<file path="src/rtl/stream_mux_nway.sv">
// stream_mux_nway: NUM_IN-way registered stream mux, fixed select or round-robin (round-robin under STREAM_MUX_RR_EN).
// Latency: 1 cycle from input handshake to out_valid; sustains one word per cycle.
// Backpressure: out_ready low with a word held freezes the output stage and drops every in_ready.
module stream_mux_nway #(
  parameter int WIDTH  = 72,
  parameter int NUM_IN = 4,
  parameter int SELW   = $clog2(NUM_IN)
) (
  input  logic                    clk,
  input  logic                    rst,
  input  logic [NUM_IN*WIDTH-1:0] in_data,
  input  logic [NUM_IN-1:0]       in_valid,
  output logic [NUM_IN-1:0]       in_ready,
  input  logic                    mode_rr,
  input  logic [SELW-1:0]         sel,
  input  logic                    sel_load,
  output logic [WIDTH-1:0]        out_data,
  output logic [SELW-1:0]         out_ch,
  output logic                    out_valid,
  input  logic                    out_ready
);

  logic [SELW-1:0]   selQ;
  logic              selInRange;
  logic              capEn;
  logic [NUM_IN-1:0] grantFix;
  logic [NUM_IN-1:0] grant;
  logic [SELW-1:0]   grantIdx;
  logic [WIDTH-1:0]  muxData;
  logic              xfer;

  assign capEn      = !out_valid || out_ready;
  assign selInRange = ({1'b0, selQ} < (SELW+1)'(NUM_IN));

  // An out-of-range select register grants nobody.
  always_comb begin
    grantFix = '0;
    for (int k = 0; k < NUM_IN; k++) begin
      if (selInRange && (selQ == SELW'(k))) begin
        grantFix[k] = 1'b1;
      end
    end
  end

`ifdef STREAM_MUX_RR_EN
  logic [SELW-1:0]   rrPtr;
  logic [SELW-1:0]   rrIdx;
  logic [SELW:0]     rrSum;
  logic              rrFound;
  logic [NUM_IN-1:0] grantRr;

  // First requesting channel at or after rrPtr, wrapping modulo NUM_IN.
  always_comb begin
    rrIdx   = '0;
    rrSum   = '0;
    rrFound = 1'b0;
    grantRr = '0;
    for (int i = 0; i < NUM_IN; i++) begin
      rrSum = {1'b0, rrPtr} + (SELW+1)'(i);
      if (rrSum >= (SELW+1)'(NUM_IN)) begin
        rrSum = rrSum - (SELW+1)'(NUM_IN);
      end
      if (!rrFound && in_valid[rrSum[SELW-1:0]]) begin
        rrFound = 1'b1;
        rrIdx   = rrSum[SELW-1:0];
      end
    end
    for (int k = 0; k < NUM_IN; k++) begin
      grantRr[k] = rrFound && (rrIdx == SELW'(k));
    end
  end

  assign grant = mode_rr ? grantRr : grantFix;

  always_ff @(posedge clk) begin
    if (rst) begin
      rrPtr <= '0;
    end else if (xfer && mode_rr) begin
      rrPtr <= (grantIdx == SELW'(NUM_IN-1)) ? '0 : grantIdx + 1'b1;
    end
  end
`else
  logic unusedModeRr;

  assign unusedModeRr = mode_rr;
  assign grant        = grantFix;
`endif

  // Grant is one-hot or zero, so OR-reduction gives both the index and the data.
  always_comb begin
    grantIdx = '0;
    muxData  = '0;
    for (int k = 0; k < NUM_IN; k++) begin
      if (grant[k]) begin
        grantIdx = grantIdx | SELW'(k);
        muxData  = muxData | in_data[k*WIDTH +: WIDTH];
      end
    end
  end

  assign in_ready = rst ? '0 : (grant & {NUM_IN{capEn}});
  assign xfer     = |(in_valid & in_ready);

  always_ff @(posedge clk) begin
    if (rst) begin
      out_valid <= 1'b0;
      out_data  <= '0;
      out_ch    <= '0;
      selQ      <= '0;
    end else begin
      if (xfer) begin
        out_valid <= 1'b1;
        out_data  <= muxData;
        out_ch    <= grantIdx;
      end else if (out_ready) begin
        out_valid <= 1'b0;
      end
      if (sel_load) begin
        selQ <= sel;
      end
    end
  end

endmodule

</file>
<file path="config.mk">
export PLATFORM = sky130hd
export DESIGN_NAME = stream_mux_nway
export DESIGN_NICKNAME = d
export VERILOG_FILES = /design/src/rtl/stream_mux_nway.sv
export SDC_FILE = /design/constraint.sdc
export NUM_CORES = 1
export LEC_CHECK = 0
export BUFFER_PORTS_ARGS = -buffer_cell sky130_fd_sc_hd__clkbuf_2
export CAP_MARGIN = 25
export CORE_AREA = 4 4 143 145
export DETAILED_ROUTE_END_ITERATION = 12
export DIE_AREA = 0 0 147 149
export PLACE_DENSITY = 0.6
export SLEW_MARGIN = 20
export SYNTH_ARGS = -nofsm -noshare
export SYNTH_HDL_FRONTEND = slang
export SYNTH_SLANG_ARGS = --single-unit
</file>
<file path="constraint.sdc">
create_clock -name clk -period 1.6 [get_ports clk]
set_input_delay 0.16 -clock clk [delete_from_list [all_inputs] [get_ports clk]]
set_output_delay 0.16 -clock clk [all_outputs]
set_load 0.02 [all_outputs]
</file>
==> report_table.html <==
<table>
<tr><th>Metric</th><th>Value</th></tr>
<tr><th colspan="2">Pwr</th></tr>
<tr><td>Relative contribution of combinational cells to total power</td><td>31.5%</td></tr>
<tr><td>Power per standard cell area</td><td>756 nW/um^2</td></tr>
<tr><td>IR Drop Worst-Case VDD</td><td>0.000432 V</td></tr>
<tr><td>Sequential Power Share</td><td>34.7%</td></tr>
<tr><td>Switching Power</td><td>1.85 mW</td></tr>
<tr><td>Pint</td><td>4.25 mW</td></tr>
<tr><td>Post-route total power</td><td>6.11 mW</td></tr>
<tr><td>Switching power share of the total</td><td>30.4%</td></tr>
<tr><td>Pleak</td><td>3.43 nW</td></tr>
<tr><td>Clock network fraction of design power</td><td>33.8%</td></tr>
<tr><th colspan="2">Clock network</th></tr>
<tr><td>Clock-pin slew on the worst setup and hold paths</td><td>0.06 ns</td></tr>
<tr><td>Total number of H-tree levels</td><td>3</td></tr>
<tr><td>Clock latency on the worst-skew pair</td><td>0.34 ns</td></tr>
<tr><td>Max Root-Sink Buffers</td><td>2</td></tr>
<tr><td>TritonCTS Buffers</td><td>9</td></tr>
<tr><td>Clock sinks</td><td>77</td></tr>
<tr><td>Master cell of the clock root buffer</td><td>clkbuf_16</td></tr>
<tr><td>Number of hold buffers added after CTS</td><td>0</td></tr>
<tr><td>CTS tree</td><td>done</td></tr>
<tr><th colspan="2">Synth</th></tr>
<tr><td>Sequential fraction of the synthesis area</td><td>28.7%</td></tr>
<tr><td>Gate Count Post-Synth</td><td>534</td></tr>
<tr><td>Area of the mapped netlist</td><td>5380 um^2</td></tr>
<tr><td>Cell type contributing the most total cell area after synthesis</td><td>mux4_2</td></tr>
<tr><td>Number of flip-flops and latches in the synthesized netlist</td><td>77</td></tr>
<tr><td>Leading post-synthesis cells by cell area</td><td>mux4_2 31%, dfxtp_1 29%, nand4_1 8.5%</td></tr>
<tr><td>Synthesized area per cell</td><td>10.1 um^2</td></tr>
<tr><td>Fraction of synthesized cell area taken by the top area cell type</td><td>30.6%</td></tr>
<tr><td>Nets in the synthesized netlist</td><td>833</td></tr>
<tr><td>Netlist cell types</td><td>24</td></tr>
<tr><td>Syn. warnings</td><td>0</td></tr>
<tr><th colspan="2">Detailed routing</th></tr>
<tr><td>Number of remaining DRC errors</td><td>0</td></tr>
<tr><td>Number of vias after detailed routing</td><td>5757</td></tr>
<tr><td>Routed wire length per instance</td><td>18.4 um</td></tr>
<tr><td>Total iterations of the first detailed-routing run</td><td>6</td></tr>
<tr><td>Violation count after the first detailed-routing iteration</td><td>331</td></tr>
<tr><td>Via/cell ratio</td><td>5.05</td></tr>
<tr><td>Final Routed Wirelength</td><td>21000 um</td></tr>
<tr><td>Antenna-violating nets left</td><td>0</td></tr>
<tr><th colspan="2">Timing</th></tr>
<tr><td>Highest achievable clock rate</td><td>0.570 GHz</td></tr>
<tr><td>Fin worst setup slack</td><td>-0.154 ns</td></tr>
<tr><td>Final worst path period need</td><td>1.75 ns</td></tr>
<tr><td>Hold_ws</td><td>0.0792 ns</td></tr>
<tr><td>TNS Setup</td><td>-9.43 ns</td></tr>
<tr><td>Crit share post-route</td><td>110%</td></tr>
<tr><td>Final count of pins violating max slew</td><td>0</td></tr>
<tr><td>Final number of hold-violating endpoints</td><td>0</td></tr>
<tr><td>Setup repair after global routing missed its margin</td><td>true</td></tr>
<tr><td>Slew margin rel.</td><td>57.0%</td></tr>
<tr><td>Final worst clock skew</td><td>0.00888 ns</td></tr>
<tr><td>Slew at the pin with the worst max-slew slack</td><td>0.646 ns</td></tr>
<tr><td>Finish-stage setup viols</td><td>77</td></tr>
<tr><th colspan="2">Flow run</th></tr>
<tr><td>Count of max-cap constraint violations</td><td>0</td></tr>
<tr><th colspan="2">Setup path</th></tr>
<tr><td>Type of the worst setup path</td><td>flip-flop to flip-flop</td></tr>
<tr><td>Maximum fanout encountered on the critical timing path</td><td>45</td></tr>
<tr><td>Data arrival time at the worst-slack endpoint</td><td>2.02 ns</td></tr>
<tr><td>Critical path endpoint category</td><td>flip-flop</td></tr>
<tr><td>Flop-to-flop setup slack</td><td>-0.15 ns</td></tr>
<tr><td>Worst Setup Start Kind</td><td>flip-flop</td></tr>
<tr><td>Data required time at the worst endpoint</td><td>1.87 ns</td></tr>
<tr><td>CP bufs+invs</td><td>1</td></tr>
<tr><td>Largest delay share family, worst path</td><td>multiplexers</td></tr>
<tr><td>Cells traversed along the worst timing path</td><td>mux4_4, buf_12, a31o_2, a21oi_2</td></tr>
<tr><td>Max incr delay on CP</td><td>0.70 ns</td></tr>
<tr><td>Critical path's slowest cell</td><td>mux4_4</td></tr>
<tr><th colspan="2">Global route</th></tr>
<tr><td>Number of global-route vias before repair</td><td>5661</td></tr>
<tr><td>Initial antenna violation count</td><td>1</td></tr>
<tr><td>Combined global-route utilization of all metal layers</td><td>18.0%</td></tr>
<tr><td>Largest net degree at the start of global routing</td><td>70</td></tr>
<tr><td>Total congestion overflow after global routing</td><td>0</td></tr>
<tr><td>First-pass GRT wire length</td><td>31000 um</td></tr>
<tr><th colspan="2">Floorplan</th></tr>
<tr><td>CORE AREA</td><td>19200 um^2</td></tr>
<tr><td>Initial cell density of the core</td><td>28.0%</td></tr>
<tr><td>Die extent in y</td><td>149 um</td></tr>
<tr><td>Horizontal die dimension</td><td>147 um</td></tr>
<tr><td>Die Outline Area</td><td>21900 um^2</td></tr>
<tr><td>Placement row count</td><td>51</td></tr>
<tr><td>Top-Level Pins</td><td>378</td></tr>
<tr><th colspan="2">Final layout</th></tr>
<tr><td>Total number of nets in the final design</td><td>1168</td></tr>
<tr><td>Sequential Area</td><td>1550 um^2</td></tr>
<tr><td>Number of filler instances in the final layout</td><td>1946</td></tr>
<tr><td>Area delta synth-&gt;final</td><td>50.2%</td></tr>
<tr><td>Ratio of cells with drive above 1 in the final layout</td><td>62.5%</td></tr>
<tr><td>Area taken by multi-input logic gates</td><td>3340 um^2</td></tr>
<tr><th colspan="2">Place</th></tr>
<tr><td>Detailed placer's ending HPWL</td><td>15900 um</td></tr>
<tr><td>Quantity of I/O buffers inserted on ports</td><td>376</td></tr>
<tr><td>Routability congestion estimate from global placement</td><td>0.861</td></tr>
<tr><th colspan="2">Min path</th></tr>
<tr><td>Class of the tightest hold or removal check</td><td>input pin to flip-flop</td></tr>
<tr><th colspan="2">Run status</th></tr>
<tr><td>Violated checks</td><td>negative setup slack</td></tr>
<tr><td>Status</td><td>finished, violations left</td></tr>
</table>
-- layer usage --
layer,GRT usage [%],share of wire (%),routed length (um)
met2,30.6,50,10600
met3,3.49,5.2,1090
met4,6.99,3.0,633
met5,0,0,0
met1,22.6,41,8680
-- synthesized netlist by cell type, drive strengths merged --
cell type	n
dfxtp	77
a21oi	74
inv	74
a31o	73
mux4	73
nand4	73
clkbuf	43
buf	33
mux2i	2
nor2	2
a211oi	1
a31oi	1
and2	1
and4	1
and4b	1
clkinv	1
mux2	1
nand2b	1
nor2b	1
nor3b	1
-- through the flow --
step | cell area [um^2] | util (%) | instances | worst slack [ns]
4_1_cts | 7930 | 41.3 | 1138 | -0.150
2_1_floorplan | 5400 | - | 534 | -0.0170
5_1_grt | 8080 | 42.1 | 1140 | -0.216
3_5_place_dp | 7590 | 39.5 | 1120 | -0.140
6_report | 8080 | 42.1 | 1140 | -0.154
3_3_place_gp | 7590 | 39.5 | 1120 | -0.120
-- layout by cell type, fill, tap and decap left out, types with 2 or more instances in the layout --
master	synthesis	layout
clkbuf_2	0	374
dfxtp_1	77	75
inv_1	74	74
nand4_1	73	73
mux4_2	73	72
a21oi_1	74	50
a31o_1	45	45
a31o_2	28	26
a21oi_2	0	24
buf_12	0	12
clkbuf_16	0	10
buf_4	3	10
a31o_4	0	2
mux2i_1	2	2
nor2_1	2	2
clkbuf_1	43	2
clkinv_2	0	2
buf_16	0	2
dfxtp_4	0	2
-- path summary, 6_finish.rpt --
path,end,cells after the start,startpoint
max,out_data[52]$_SDFFE_PP0P_,4,selQ[0]$_SDFFE_PP0P_
min,selQ[1]$_SDFFE_PP0P_,3,sel[1]
max reg2reg,out_data[52]$_SDFFE_PP0P_,4,selQ[0]$_SDFFE_PP0P_
min reg2reg,out_data[18]$_SDFFE_PP0P_,3,out_data[18]$_SDFFE_PP0P_
-- logic make-up (layout without fill, tap and decap cells) --
family	after synthesis	count (layout)	synth area share, %
flip-flops	77	77	28.7
other	0	1	0
buffers and inverters	151	491	11.7
multiplexers	76	76	31.2
AND/OR/NAND/NOR	81	81	9.47
AO/OA/AOI/OAI	149	149	19.0
-- timing repair --
item / 4_1_cts / 5_1_grt
endpoints found under the setup margin: 78 / 79
cloned: 1 / 1
resized for setup: 4 / 29
endpoints found under the hold margin: 0 / 0
buffers inserted: 1 / 0
-- sequential cells by signal, summed over array words and instances, names as in the netlist --
signal     cells
selQ           2
out_valid      1
out_ch         2
out_data      72
-- cell type report --
| type | count | area share (%) |
|---|---|---|
| timing repair buffer | 400 | 28.2 |
| antenna | 1 | 0.0310 |
| multi-input combinational | 306 | 41.3 |
| inverter | 75 | 3.52 |
| tap | 265 | 4.10 |
| clock buffer | 12 | 3.05 |
| clock inverter | 4 | 0.589 |
| sequential | 77 | 19.2 |
-- power groups by stage --
stage	registers, mW	logic, mW	clock network [mW]
after floorplan	2.31	0.971	0
after global placement	2.16	1.85	0
after detailed placement	2.16	1.87	0
after CTS	2.12	1.89	2.13
after global routing	2.14	2.08	2.23
final	2.12	1.92	2.07
-- worst min-delay path, delay by kind of cell --
| family | cells | cell delay (ns) |
|---|---|---|
| AND/OR/NAND/NOR | 1 | 0.08 |
| buffers and inverters | 1 | 0.07 |
| multiplexers | 1 | 0.06 |
(Power assumes the default switching activity.)
